==> config.mk <==
export PLATFORM = sky130hd
export DESIGN_NAME = cook_timer_sequencer_flat
export DESIGN_NICKNAME = d
export VERILOG_FILES = /design/src/rtl/cook_timer_sequencer_if.sv /design/src/rtl/cook_timer_sequencer.sv /design/src/flat_wrapper.sv
export SDC_FILE = /design/constraint.sdc
export NUM_CORES = 1
export LEC_CHECK = 0
export CAP_MARGIN = 30
export CORE_UTILIZATION = 40
export CTS_CLUSTER_DIAMETER = 200
export CTS_CLUSTER_SIZE = 30
export DETAILED_ROUTE_END_ITERATION = 10
export SLEW_MARGIN = 20
export SYNTH_ARGS = -nofsm -noshare
export SYNTH_HDL_FRONTEND = slang
export SYNTH_SLANG_ARGS = --single-unit
export TNS_END_PERCENT = 20
==> constraint.sdc <==
create_clock -name CLK_100HZ -period 7.4 [get_ports CLK_100HZ]
set_clock_uncertainty 0.2 [all_clocks]
set_input_delay 1.11 -clock CLK_100HZ [delete_from_list [all_inputs] [get_ports CLK_100HZ]]
set_output_delay 1.11 -clock CLK_100HZ [all_outputs]
set_load 0.1 [all_outputs]
==> src/rtl/cook_timer_sequencer_if.sv <==
// cook_timer_sequencer_if: keypad, button, door and display/magnetron signals of the cook timer
interface cook_timer_sequencer_if;
    logic [3:0] D;
    logic       LOAD_N;
    logic       TICK_1HZ;
    logic       START_N;
    logic       STOP_N;
    logic       CLEAR_N;
    logic       DOOR_CLOSED;
    logic       EN_N;
    logic [3:0] MIN_TENS;
    logic [3:0] MIN_ONES;
    logic [3:0] SEC_TENS;
    logic [3:0] SEC_ONES;
    logic       MAG_ON;
    logic       DONE;

    modport master (
        output D, LOAD_N, TICK_1HZ, START_N, STOP_N, CLEAR_N, DOOR_CLOSED,
        input  EN_N, MIN_TENS, MIN_ONES, SEC_TENS, SEC_ONES, MAG_ON, DONE
    );

    modport slave (
        input  D, LOAD_N, TICK_1HZ, START_N, STOP_N, CLEAR_N, DOOR_CLOSED,
        output EN_N, MIN_TENS, MIN_ONES, SEC_TENS, SEC_ONES, MAG_ON, DONE
    );
endinterface

==> src/rtl/cook_timer_sequencer.sv <==
// cook_timer_sequencer: keypad time entry, BCD cook countdown, door interlock and done indication
module cook_timer_sequencer #(
    parameter int DONE_CYCLES = 300
) (
    input logic                    CLK_100HZ,
    input logic                    RST_N,
    cook_timer_sequencer_if.slave  bus
);
    localparam int CW = $clog2(DONE_CYCLES + 1);

    typedef enum logic [1:0] {IDLE, COOK, PAUSE, FINISH} state_t;

    state_t        r_state;
    logic [3:0]    r_mt, r_mo, r_st, r_so;
    logic          r_load_prev, r_start_prev, r_stop_prev, r_clear_prev, r_tick_prev;
    logic [CW-1:0] r_cnt;
    logic          r_en_n, r_mag_on, r_done;

    logic       w_load_ev, w_start_ev, w_stop_ev, w_clear_ev, w_tick_ev;
    logic [3:0] w_dec_mt, w_dec_mo, w_dec_st, w_dec_so;
    logic       w_bor_st, w_bor_mo, w_bor_mt;
    logic       w_time_nz, w_dec_zero;

    assign w_load_ev  = r_load_prev  & ~bus.LOAD_N;
    assign w_start_ev = r_start_prev & ~bus.START_N;
    assign w_stop_ev  = r_stop_prev  & ~bus.STOP_N;
    assign w_clear_ev = r_clear_prev & ~bus.CLEAR_N;
    assign w_tick_ev  = ~r_tick_prev & bus.TICK_1HZ;

    assign w_time_nz  = |{r_mt, r_mo, r_st, r_so};
    assign w_dec_zero = ~|{w_dec_mt, w_dec_mo, w_dec_st, w_dec_so};

    // One-second BCD decrement; seconds tens wrap to 5 so entered values above 59 count down unnormalised
    always_comb begin
        w_bor_st = r_so == 4'd0;
        w_bor_mo = w_bor_st && r_st == 4'd0;
        w_bor_mt = w_bor_mo && r_mo == 4'd0;
        w_dec_so = w_bor_st ? 4'd9 : r_so - 4'd1;
        w_dec_st = !w_bor_st ? r_st : (r_st == 4'd0 ? 4'd5 : r_st - 4'd1);
        w_dec_mo = !w_bor_mo ? r_mo : (r_mo == 4'd0 ? 4'd9 : r_mo - 4'd1);
        w_dec_mt = w_bor_mt ? r_mt - 4'd1 : r_mt;
    end

    // Control FSM: edge registers, digits, done counter and registered outputs
    always_ff @(posedge CLK_100HZ) begin
        if (!RST_N) begin
            r_state      <= IDLE;
            {r_mt, r_mo, r_st, r_so} <= 16'h0000;
            r_load_prev  <= 1'b1;
            r_start_prev <= 1'b1;
            r_stop_prev  <= 1'b1;
            r_clear_prev <= 1'b1;
            r_tick_prev  <= 1'b0;
            r_cnt        <= '0;
            r_en_n       <= 1'b0;
            r_mag_on     <= 1'b0;
            r_done       <= 1'b0;
        end else begin
            r_load_prev  <= bus.LOAD_N;
            r_start_prev <= bus.START_N;
            r_stop_prev  <= bus.STOP_N;
            r_clear_prev <= bus.CLEAR_N;
            r_tick_prev  <= bus.TICK_1HZ;
            case (r_state)
                IDLE: begin
                    if (w_clear_ev) begin
                        {r_mt, r_mo, r_st, r_so} <= 16'h0000;
                    end else if (w_start_ev && bus.DOOR_CLOSED && w_time_nz) begin
                        r_state  <= COOK;
                        r_en_n   <= 1'b1;
                        r_mag_on <= 1'b1;
                    end else if (w_load_ev && bus.D <= 4'd9) begin
                        {r_mt, r_mo, r_st, r_so} <= {r_mo, r_st, r_so, bus.D};
                    end
                end
                COOK: begin
                    if (w_clear_ev) begin
                        r_state  <= IDLE;
                        {r_mt, r_mo, r_st, r_so} <= 16'h0000;
                        r_en_n   <= 1'b0;
                        r_mag_on <= 1'b0;
                    end else if (!bus.DOOR_CLOSED) begin
                        r_state  <= PAUSE;
                        r_mag_on <= 1'b0;
                    end else begin
                        if (w_tick_ev) begin
                            {r_mt, r_mo, r_st, r_so} <= {w_dec_mt, w_dec_mo, w_dec_st, w_dec_so};
                        end
                        if (w_tick_ev && w_dec_zero) begin
                            r_state  <= FINISH;
                            r_mag_on <= 1'b0;
                            r_done   <= 1'b1;
                            r_cnt    <= CW'(DONE_CYCLES);
                        end else if (w_stop_ev) begin
                            r_state  <= PAUSE;
                            r_mag_on <= 1'b0;
                        end
                    end
                end
                PAUSE: begin
                    if (w_clear_ev) begin
                        r_state <= IDLE;
                        {r_mt, r_mo, r_st, r_so} <= 16'h0000;
                        r_en_n  <= 1'b0;
                    end else if (w_stop_ev) begin
                        r_state <= IDLE;
                        r_en_n  <= 1'b0;
                    end else if (w_start_ev && bus.DOOR_CLOSED) begin
                        r_state  <= COOK;
                        r_mag_on <= 1'b1;
                    end
                end
                FINISH: begin
                    if (w_clear_ev || w_stop_ev || r_cnt == CW'(1)) begin
                        r_state <= IDLE;
                        r_cnt   <= '0;
                        r_done  <= 1'b0;
                        r_en_n  <= 1'b0;
                    end else begin
                        r_cnt <= r_cnt - CW'(1);
                    end
                end
                default: begin
                    r_state  <= IDLE;
                    r_en_n   <= 1'b0;
                    r_mag_on <= 1'b0;
                    r_done   <= 1'b0;
                end
            endcase
        end
    end

    assign bus.EN_N     = r_en_n;
    assign bus.MAG_ON   = r_mag_on;
    assign bus.DONE     = r_done;
    assign bus.MIN_TENS = r_mt;
    assign bus.MIN_ONES = r_mo;
    assign bus.SEC_TENS = r_st;
    assign bus.SEC_ONES = r_so;
endmodule

==> src/flat_wrapper.sv <==
// flat-port wrapper written by rule: the top's interface ports become plain ports
module cook_timer_sequencer_flat 
#(
    parameter int DONE_CYCLES = 300
)
  (CLK_100HZ, RST_N, bus_D, bus_LOAD_N, bus_TICK_1HZ, bus_START_N, bus_STOP_N, bus_CLEAR_N, bus_DOOR_CLOSED, bus_EN_N, bus_MIN_TENS, bus_MIN_ONES, bus_SEC_TENS, bus_SEC_ONES, bus_MAG_ON, bus_DONE);
  cook_timer_sequencer_if bus_i ();
  input logic CLK_100HZ;
  input logic RST_N;
  input wire logic [$bits(bus_i.D)-1:0] bus_D;
  input wire logic [$bits(bus_i.LOAD_N)-1:0] bus_LOAD_N;
  input wire logic [$bits(bus_i.TICK_1HZ)-1:0] bus_TICK_1HZ;
  input wire logic [$bits(bus_i.START_N)-1:0] bus_START_N;
  input wire logic [$bits(bus_i.STOP_N)-1:0] bus_STOP_N;
  input wire logic [$bits(bus_i.CLEAR_N)-1:0] bus_CLEAR_N;
  input wire logic [$bits(bus_i.DOOR_CLOSED)-1:0] bus_DOOR_CLOSED;
  output wire logic [$bits(bus_i.EN_N)-1:0] bus_EN_N;
  output wire logic [$bits(bus_i.MIN_TENS)-1:0] bus_MIN_TENS;
  output wire logic [$bits(bus_i.MIN_ONES)-1:0] bus_MIN_ONES;
  output wire logic [$bits(bus_i.SEC_TENS)-1:0] bus_SEC_TENS;
  output wire logic [$bits(bus_i.SEC_ONES)-1:0] bus_SEC_ONES;
  output wire logic [$bits(bus_i.MAG_ON)-1:0] bus_MAG_ON;
  output wire logic [$bits(bus_i.DONE)-1:0] bus_DONE;
  assign bus_i.D = bus_D;
  assign bus_i.LOAD_N = bus_LOAD_N;
  assign bus_i.TICK_1HZ = bus_TICK_1HZ;
  assign bus_i.START_N = bus_START_N;
  assign bus_i.STOP_N = bus_STOP_N;
  assign bus_i.CLEAR_N = bus_CLEAR_N;
  assign bus_i.DOOR_CLOSED = bus_DOOR_CLOSED;
  assign bus_EN_N = bus_i.EN_N;
  assign bus_MIN_TENS = bus_i.MIN_TENS;
  assign bus_MIN_ONES = bus_i.MIN_ONES;
  assign bus_SEC_TENS = bus_i.SEC_TENS;
  assign bus_SEC_ONES = bus_i.SEC_ONES;
  assign bus_MAG_ON = bus_i.MAG_ON;
  assign bus_DONE = bus_i.DONE;
  cook_timer_sequencer #(.DONE_CYCLES(DONE_CYCLES)) u_core (.CLK_100HZ(CLK_100HZ), .RST_N(RST_N), .bus(bus_i));
endmodule
==> results of run 1 <==
## tightest hold or removal path, delay by kind of cell (launching register included)
family	cells	cell delay (ns)
DFF	1	0.31
and+or+nand+nor	1	0.05
muxes	1	0.05
## metrics by stage
stage | cells | hold WS (ns) | power (mW)
after floorplan | 298 | 0.241 | 0.873
after global placement | 381 | 0.252 | 1.01
after detailed placement | 384 | 0.260 | 1.03
after CTS | 392 | 0.270 | 1.17
after global routing | 392 | 0.302 | 1.24
final | 392 | 0.261 | 1.17
## cells in the mapped netlist, drive strengths merged, types with 3 or more instances
master / n
nor3: 9
nand2b: 9
ha: 9
nand4: 8
dfxtp: 35
nand2: 29
a22oi: 4
or3: 5
a31o: 4
inv: 10
o31ai: 5
a211oi: 7
nor2: 19
o21ai: 16
buf: 8
nand3: 8
a31oi: 5
mux2i: 3
clkbuf: 12
a21oi: 28
nor4: 8
or2: 3
a311oi: 5
o211ai: 3
or4: 4
nor2b: 3
o22ai: 5
## area by class of cell
type / instances / area share, %
Multi-Input combinational cell: 232 / 54.5
Sequential cell: 35 / 25.6
Timing Repair Buffer: 34 / 12.1
Tap cell: 72 / 3.29
Clock buffer: 7 / 2.79
Inverter: 11 / 1.51
Clock inverter: 1 / 0.183
## sequential cells by signal, indices dropped and copies added, names as in the netlist, 2 cells and up
| register | count |
|---|---|
| u_core.bus.MIN_TENS | 4 |
| u_core.bus.SEC_TENS | 4 |
| u_core.bus.SEC_ONES | 4 |
| u_core.r_cnt | 9 |
| u_core.r_state | 2 |
| u_core.bus.MIN_ONES | 4 |
## per-layer routing
layer  GRT usage [%]  vias up  part of all wire [%]
met5               0        -                     0
met4            7.22        0                  0.95
met3            4.53        7                   7.4
met2            34.4      108                    45
met1            31.8     1122                    46
li1                -     1173                     -
## kinds of logic (layout without fill, tap and decap cells)
group	after synthesis	count (layout)	share of synthesized area [%]
AND/OR/NAND/NOR	124	124	30.3
adder cells (fa/ha/maj)	9	9	4.84
flip-flops	35	35	30.1
AO/OA/AOI/OAI	95	95	26.9
multiplexers	4	4	1.77
buffers and inverters	31	53	6.02
## power breakdown
part	internal [mW]	total, mW	leakage (nW)	switching [mW]
clock network	0.0661	0.136	0.0422	0.0697
registers	0.229	0.302	0.287	0.0730
logic	0.231	0.730	0.640	0.499
## how the worst max path moves through the flow
stage	from	endpoint	cells after the start
after floorplan	u_core.bus.SEC_ONES[0]	u_core.bus.MAG_ON	6
after global placement	bus_DOOR_CLOSED	u_core.bus.MIN_ONES[1]	6
final	bus_CLEAR_N	u_core.r_cnt[0]	6
after CTS	bus_CLEAR_N	u_core.r_cnt[0]	6
after global routing	bus_CLEAR_N	u_core.r_cnt[0]	6
after detailed placement	bus_CLEAR_N	u_core.r_cnt[0]	6
==> flow_metrics.tcl, run 1 <==
set metrics [dict create \
    status "complete, no violations" \
    peakVddDrop_v 0.000251 \
    dp_hpwl_um 4430 \
    die_y_um 78.3 \
    ant_nets 0 \
    synthArstFlopShare_pct 0 \
    crit_required_ns 7.40 \
    ios 31 \
    reg2regPathDepth 6 \
    netlist_instances 298 \
    drt-total-wl_um 6500 \
    hold_path_end "u_core.bus.MAG_ON" \
    ys.flop_type "dfxtp_1" \
    drv_slew 0 \
    yosysSeqAreaShare_pct 30.1 \
    dieArea_um2 6130 \
    clock_path_buffers 2 \
    antenna_cells 0 \
    path_cells "clkdlybuf4s50_1 > nand2b_1 > o211ai_1 > nor2_1 > o21ai_0 > o31ai_1" \
    via_count 2410 \
    synth_top_cell_area_share_pct 30.1 \
    synth-edff-count 0 \
    hold_path.class "register to register" \
    multi_input_area_um2 1490 \
    critPathTopFamily "compound AO/OA/AOI/OAI gates" \
    drc 0 \
    cp.arrival_ns 3.44 \
    clk_pin_slew_ns 0.07 \
    min_period_ns 3.44 \
    cts_resized 0 \
    syn-num-nets 319 \
    cts-root-buf "clkbuf_8" \
    cts_setup_buffers 0 \
    cts-htree-levels 2 \
    layout-drive-gt1-share_pct 8.75 \
    overflow 0 \
    final_area_um2 2740 \
    final_core_util_pct 49.4 \
    critPathBufInv 1 \
    slowest_delay_ns 0.48 \
    fin_nets 340 \
    synth_area_leaders "dfxtp_1 (30%), a21oi_1 (6.0%), ha_1 (4.8%), nand2_1 (4.7%), o21ai_0 (3.4%)" \
    hold_buffers 0 \
    clk-insertion-delay-late_ns 0.29 \
    slew_headroom_pct 35.3 \
    grt_max_degree 35 \
    ys_ff_latch 35 \
    grt_usage_pct 22.6 \
    layout_commonest_cell "dfxtp_1" \
    endpoint_kind "register" \
    cts_tree "done" \
    fill_cells 570 \
    worstPathMaxFanout 14 \
    fp.coreArea_um2 5540 \
    worstHoldPathCells 2 \
    fin_setup_tns_ns 0 \
    min_from "u_core.bus.MAG_ON" \
    worst_slew_pin_slew_ns 0.967 \
    die_width_um 78.3 \
    place_ws_ns 3.67 \
    syn_area_um2 2330 \
    vias_per_cell 6.15 \
    critPathKind "input pin to register" \
    avgSynthCellArea_um2 7.81 \
    grt_first_pass_wirelength_um 11100 \
    cts_buffers 5 \
    yosys_warnings 0 \
    antenna_found_initial 0 \
    leakage_nw 0.969 \
    port_buffers 30 \
    ys_types 59 \
    grt_setup_unrepaired "no" \
    syn2layout_area_growth_pct 17.6 \
    r2r-start "u_core.r_cnt[0]" \
    max_freq_ghz 0.291 \
    dr.pass1.iters 5 \
    hold_viol_final 0 \
    finalSetupViolCount 0 \
    std_cell_rows 27 \
    drv_cap 0 \
    initial_core_util_pct 42.0 \
    post_drt_wl_per_cell_um 16.6 \
    post-route-period-util_pct 46.5 \
    r2r-end "u_core.bus.EN_N" \
    setup_ws_ns 3.96 \
    post_dp_cell_area_um2 2660 \
    startpoint_type "input pin" \
    final_cell_mix "dfxtp_1 (35), clkdlybuf4s50_1 (30), nand2_1 (29)" \
    place.gp.congestion 0.866 \
    drt_iter0_markers 170 \
    critical-path-slowest-cell "clkdlybuf4s50_1" \
    r2r_slack_ns 4.27 \
    grt_pass1_vias 2219 \
    yosysTopAreaCell "dfxtp_1" \
    cts.sinks 35 \
    seqCellArea_um2 701 \
    power_density_nw_per_um2 427 \
]
(Power assumes the default switching activity.)
==> run 2, diff against run 1 <==
clock period = 3.39 ns   (was 7.4 ns; I/O delays follow)
==> run 2 against run 1 <==
  * Non-clock buffer count is 4 higher
  * Critical endpoint is now u_core.bus.EN_N
  * Combinational power is 120% higher
  * Worst hold slack better by 0.0042 ns
  * Worst setup slack worse by 3.2 ns
  * Total power is 120% higher
  * Sequential cell count stayed put
  * Clock power is 120% higher
  * Critical path depth is 1 higher
  * Register-to-register slack worse by 3.5 ns
  * Core utilization is 0.32 points lower
  * Routed wire length is 0.20% lower
  * First-iteration DRC count is 6.5% higher
==> flow_metrics.tcl, run 2 (synthesis gave the netlist of run 1 again) <==
set metrics [dict create \
    min_period_ns 2.61 \
    cts-root-buf "clkbuf_8" \
    grt_usage_pct 22.6 \
    max_freq_ghz 0.383 \
    reg2regPathDepth 7 \
    peakVddDrop_v 0.000565 \
    layout_commonest_cell "dfxtp_1" \
    ios 31 \
    critPathKind "register to register" \
    seqCellArea_um2 701 \
    fin_setup_tns_ns 0 \
    cts_setup_buffers 0 \
    std_cell_rows 27 \
    drt-total-wl_um 6490 \
    drc 0 \
    dp_hpwl_um 4370 \
    status "complete, no violations" \
    grt_max_degree 34 \
    vias_per_cell 6.03 \
    report.power.total_mw 2.54 \
    crit_required_ns 3.41 \
    finalSetupViolCount 0 \
    post_dp_cell_area_um2 2640 \
    grt_pass1_vias 2158 \
    cts_resized 0 \
    die_width_um 78.3 \
    critPathTopFamily "simple AND/OR/NAND/NOR gates" \
    drv_cap 0 \
    worst_slew_pin_slew_ns 0.617 \
    multi_input_area_um2 1490 \
    ant_nets 0 \
    r2r-end "u_core.bus.EN_N" \
    worstPathMaxFanout 11 \
    via_count 2387 \
    clk-insertion-delay-late_ns 0.29 \
    dr.pass1.iters 4 \
    cts-htree-levels 2 \
    fill_cells 569 \
    clock_path_buffers 2 \
    syn2layout_area_growth_pct 16.8 \
    die_y_um 78.3 \
    initial_core_util_pct 42.0 \
    post_drt_wl_per_cell_um 16.4 \
    fp.coreArea_um2 5540 \
    post-route-period-util_pct 77.0 \
    slew_headroom_pct 58.5 \
    critPathBufInv 1 \
    grt_setup_unrepaired "no" \
    hold_viol_final 0 \
    hold_buffers 0 \
    path_cells "ha_1 > or4b_2 > o211ai_1 > buf_4 > nor2_1 > or4b_1 > a21oi_1" \
    regMostFlops "u_core.r_cnt" \
    port_buffers 30 \
    cts_tree "done" \
    critPathCapture "u_core.bus.EN_N" \
    final_cell_mix "dfxtp_1 (35), nand2_1 (29), a21oi_1 (28)" \
    overflow 0 \
    critical-path-slowest-cell "or4b_2" \
    place.gp.congestion 0.852 \
    leakage_nw 1.02 \
    antenna_cells 0 \
    antenna_found_initial 0 \
    grt_first_pass_wirelength_um 11000 \
    r2r-start "u_core.r_cnt[0]" \
    cp.arrival_ns 2.63 \
    path_depth 7 \
    dieArea_um2 6130 \
    clk_pin_slew_ns 0.07 \
    cts_buffers 5 \
    endpoint_kind "register" \
    layout-drive-gt1-share_pct 15.7 \
    startpoint_type "register" \
    hold_path.class "register to register" \
    cts.sinks 35 \
    r2r_slack_ns 0.78 \
    drv_slew 0 \
    drt_iter0_markers 181 \
    final_area_um2 2720 \
    cp-startpoint "u_core.r_cnt[0]" \
    slowest_delay_ns 0.61 \
    power_density_nw_per_um2 934 \
    largest_reg_flops 9 \
    fin_nets 344 \
]
## run 2: cell count changes in the layout (fill, tap and decap cells not counted)
cell,before,now
clkdlybuf4s50_1,30,11
buf_4,4,27
## run 2: power by group
| group | internal, mW | switching (mW) | total (mW) |
|---|---|---|---|
| sequential | 0.500 | 0.162 | 0.662 |
| clock | 0.144 | 0.154 | 0.298 |
| combinational | 0.493 | 1.09 | 1.58 |
| total | 1.14 | 1.40 | 2.54 |
## run 2: area by class of cell
| class | count | share of cell area [%] |
|---|---|---|
| clock buffer | 7 | 2.81 |
| clock inverter | 1 | 0.184 |
| inverter | 11 | 1.52 |
| multi-input combinational | 232 | 54.9 |
| sequential | 35 | 25.8 |
| tap | 72 | 3.31 |
| timing repair buffer | 38 | 11.5 |
## run 2: through the flow
stage	util (%)	hold slack [ns]	setup WS [ns]	instances
after detailed placement	47.6	0.254	0.581	388
after floorplan	-	0.241	0.414	298
after global placement	47.6	0.244	0.592	388
after CTS	49.1	0.268	0.789	396
after global routing	49.1	0.312	0.619	396
final	49.1	0.265	0.780	396
## run 2: worst min path at each step
stage                 startpoint  slack (ns)  cells past startpoint           endpoint
5_1_grt          u_core.bus.EN_N        0.31                      2    u_core.bus.EN_N
4_1_cts          u_core.r_cnt[7]        0.27                      2    u_core.r_cnt[7]
2_1_floorplan    u_core.r_cnt[7]        0.24                      2    u_core.r_cnt[7]
3_5_place_dp     u_core.r_cnt[7]        0.25                      2    u_core.r_cnt[7]
3_3_place_gp   u_core.bus.MAG_ON        0.24                      2  u_core.bus.MAG_ON
6_report         u_core.r_cnt[7]        0.27                      2    u_core.r_cnt[7]
## run 2: worst register-to-register path, cell delays in order (launching register included)
cell and delay [ns]:
dfxtp_1 0.43, ha_1 0.17, or4b_2 0.61, o211ai_1 0.19
buf_4 0.20, nor2_1 0.11, or4b_1 0.51, a21oi_1 0.12
## run 2: per-layer routing
metal	routed length [um]	track usage, %	vias up
met2	2840	33.2	93
met1	3160	33.6	1105
met4	58	6.11	0
met3	429	3.84	7
met5	0	0	-
li1	-	-	1182
==> run 3, diff against run 2 <==
clock period = 2.4 ns   (was 3.39 ns; I/O delays follow)
==> run 3 against run 2 <==
  * Sequential cell count unchanged
  * Die area did not move
  * Combinational power grew 56%
  * Global-route usage grew 1.7 points
  * Worst hold slack improved by 0.014 ns
  * Fmax increased by 11%
  * Critical path type unchanged
  * Critical endpoint is now u_core.bus.MAG_ON
  * Highest routed layer unchanged
==> flow_metrics.tcl, run 3 (synthesis gave the netlist of run 1 again) <==
set metrics [dict create \
    grt_usage_pct 24.3 \
    overflow 0 \
    fin_nets 373 \
    dr.pass1.iters 4 \
    layout-drive-gt1-share_pct 27.2 \
    multi_input_area_um2 1510 \
    hold_path_end "u_core.r_cnt[7]" \
    grt_max_degree 34 \
    numPlacedInstances 416 \
    post_dp_cell_area_um2 2880 \
    critical-path-slowest-cell "or4_4" \
    report.power.total_mw 3.96 \
    cts.sinks 35 \
    hold_viol_final 0 \
    critPathKind "register to register" \
    startpoint_type "register" \
    setup_ws_ns 0.0564 \
    die_y_um 78.3 \
    antenna_cells 0 \
    path_cells "or4_4 > nor4_4 > a21oi_1 > a2111oi_1 > mux2i_1" \
    finalSetupViolCount 0 \
    peakVddDrop_v 0.000727 \
    vias_per_cell 5.89 \
    leakage_nw 1.20 \
    ios 31 \
    regMostFlops "u_core.r_cnt" \
    r2r_slack_ns 0.06 \
    drt_iter0_markers 232 \
    clock_path_buffers 2 \
    layout_commonest_cell "buf_4" \
    worstPathMaxFanout 4 \
    r2r-end "u_core.bus.MAG_ON" \
    via_count 2502 \
    syn2layout_area_growth_pct 29.5 \
    clk_pin_slew_ns 0.08 \
    post_drt_wl_per_cell_um 16.6 \
    final_cell_mix "buf_4 (56), nand2_1 (29), a21oi_1 (28)" \
    min_period_ns 2.34 \
    cp.arrival_ns 2.37 \
    critPathBufInv 0 \
    final_area_um2 3010 \
    cts-root-buf "clkbuf_8" \
    reg2regPathDepth 5 \
    max_freq_ghz 0.427 \
    place_ws_ns -0.157 \
    ant_nets 0 \
    fill_cells 561 \
    slowest_delay_ns 0.55 \
    endpoint_kind "register" \
    drv_slew 0 \
    cts_buffers 5 \
    fp.coreArea_um2 5540 \
    post-route-period-util_pct 97.7 \
    hold_buffers 0 \
    initial_core_util_pct 42.0 \
    hold_path.class "register to register" \
    critPathTopFamily "simple AND/OR/NAND/NOR gates" \
    std_cell_rows 27 \
    cts_tree "done" \
    r2r-start "u_core.bus.MIN_TENS[0]" \
    cts-htree-levels 2 \
    largest_reg_flops 9 \
    drt-total-wl_um 7040 \
    seqCellArea_um2 723 \
    worst_slew_pin_slew_ns 0.450 \
    crit_required_ns 2.43 \
    grt_setup_unrepaired "no" \
    port_buffers 30 \
    clk-insertion-delay-late_ns 0.29 \
    place.gp.congestion 0.863 \
    drc 0 \
    antenna_found_initial 0 \
    grt_pass1_vias 2312 \
    status "complete, no violations" \
    dieArea_um2 6130 \
    dp_hpwl_um 4980 \
    slew_headroom_pct 69.9 \
    drv_cap 0 \
    min_from "u_core.r_cnt[7]" \
    worstHoldPathCells 2 \
    grt_first_pass_wirelength_um 11700 \
    final_core_util_pct 54.4 \
    die_width_um 78.3 \
    stdcell_count 425 \
    power_density_nw_per_um2 1310 \
]
## run 3: cell types whose count changed in the layout (fill, tap and decap cells not counted), moves of 2 or more
| cell | delta |
|---|---|
| a2111oi_1 | +2 |
| dfxtp_2 | +9 |
| a2111oi_0 | -2 |
| buf_4 | +29 |
| clkbuf_1 | -2 |
| dfxtp_4 | +3 |
| dfxtp_1 | -12 |
## run 3: layout make-up
class                      count  share of cell area (%)
clock buffer                   6                    2.74
clock inverter                 2                    1.16
inverter                      11                    1.37
multi-input combinational    232                    50.1
sequential                    35                    24.0
tap                           72                    2.99
timing repair buffer          67                    17.6
## run 3: metal layers
| layer | vias up | share of wire (%) | global-route usage, % |
|---|---|---|---|
| li1 | 1234 | - | - |
| met3 | 9 | 6.9 | 4.42 |
| met2 | 94 | 43 | 35.0 |
| met4 | 0 | 1.0 | 7.96 |
| met1 | 1165 | 49 | 36.1 |
| met5 | - | 0 | 0 |
## run 3: worst reg2reg max path: stages, from the launching register on
cell	delay [ns]
dfxtp_2	0.34
or4_4	0.55
nor4_4	0.29
a21oi_1	0.17
a2111oi_1	0.49
mux2i_1	0.24
## run 3: worst max-delay path by stage
stage                     slack, ns                    from  cells after the start                     end
final                          0.06  u_core.bus.MIN_TENS[0]                      5       u_core.bus.MAG_ON
after global routing          0.003  u_core.bus.MIN_TENS[0]                      5       u_core.bus.MAG_ON
after CTS                      0.03         u_core.r_cnt[1]                      7         u_core.bus.EN_N
after detailed placement      -0.16            bus_TICK_1HZ                      6       u_core.bus.MAG_ON
after global placement       -0.008            bus_TICK_1HZ                      6       u_core.bus.MAG_ON
after floorplan               -0.06  u_core.bus.SEC_ONES[1]                      7  u_core.bus.MIN_ONES[1]
## run 3: power by group
group          total (mW)  internal (mW)  switching (mW)
clock               0.574          0.337           0.237
sequential          0.923          0.726           0.197
combinational        2.46          0.837            1.62
total                3.96           1.90            2.06
## run 3: stage by stage
step	hold WS, ns	TNS [ns]
floorplan	0.241	-0.168
global placement	0.260	-0.00787
detailed placement	0.264	-0.204
CTS	0.278	0
global route	0.321	0
finish	0.279	0
## run 3: timing repair
item / 4_1_cts / 5_1_grt
resized for setup: 0 / 3
setup buffers: 0 / 1
endpoints found under the setup margin: 0 / 7
endpoints found under the hold margin: 0 / 0
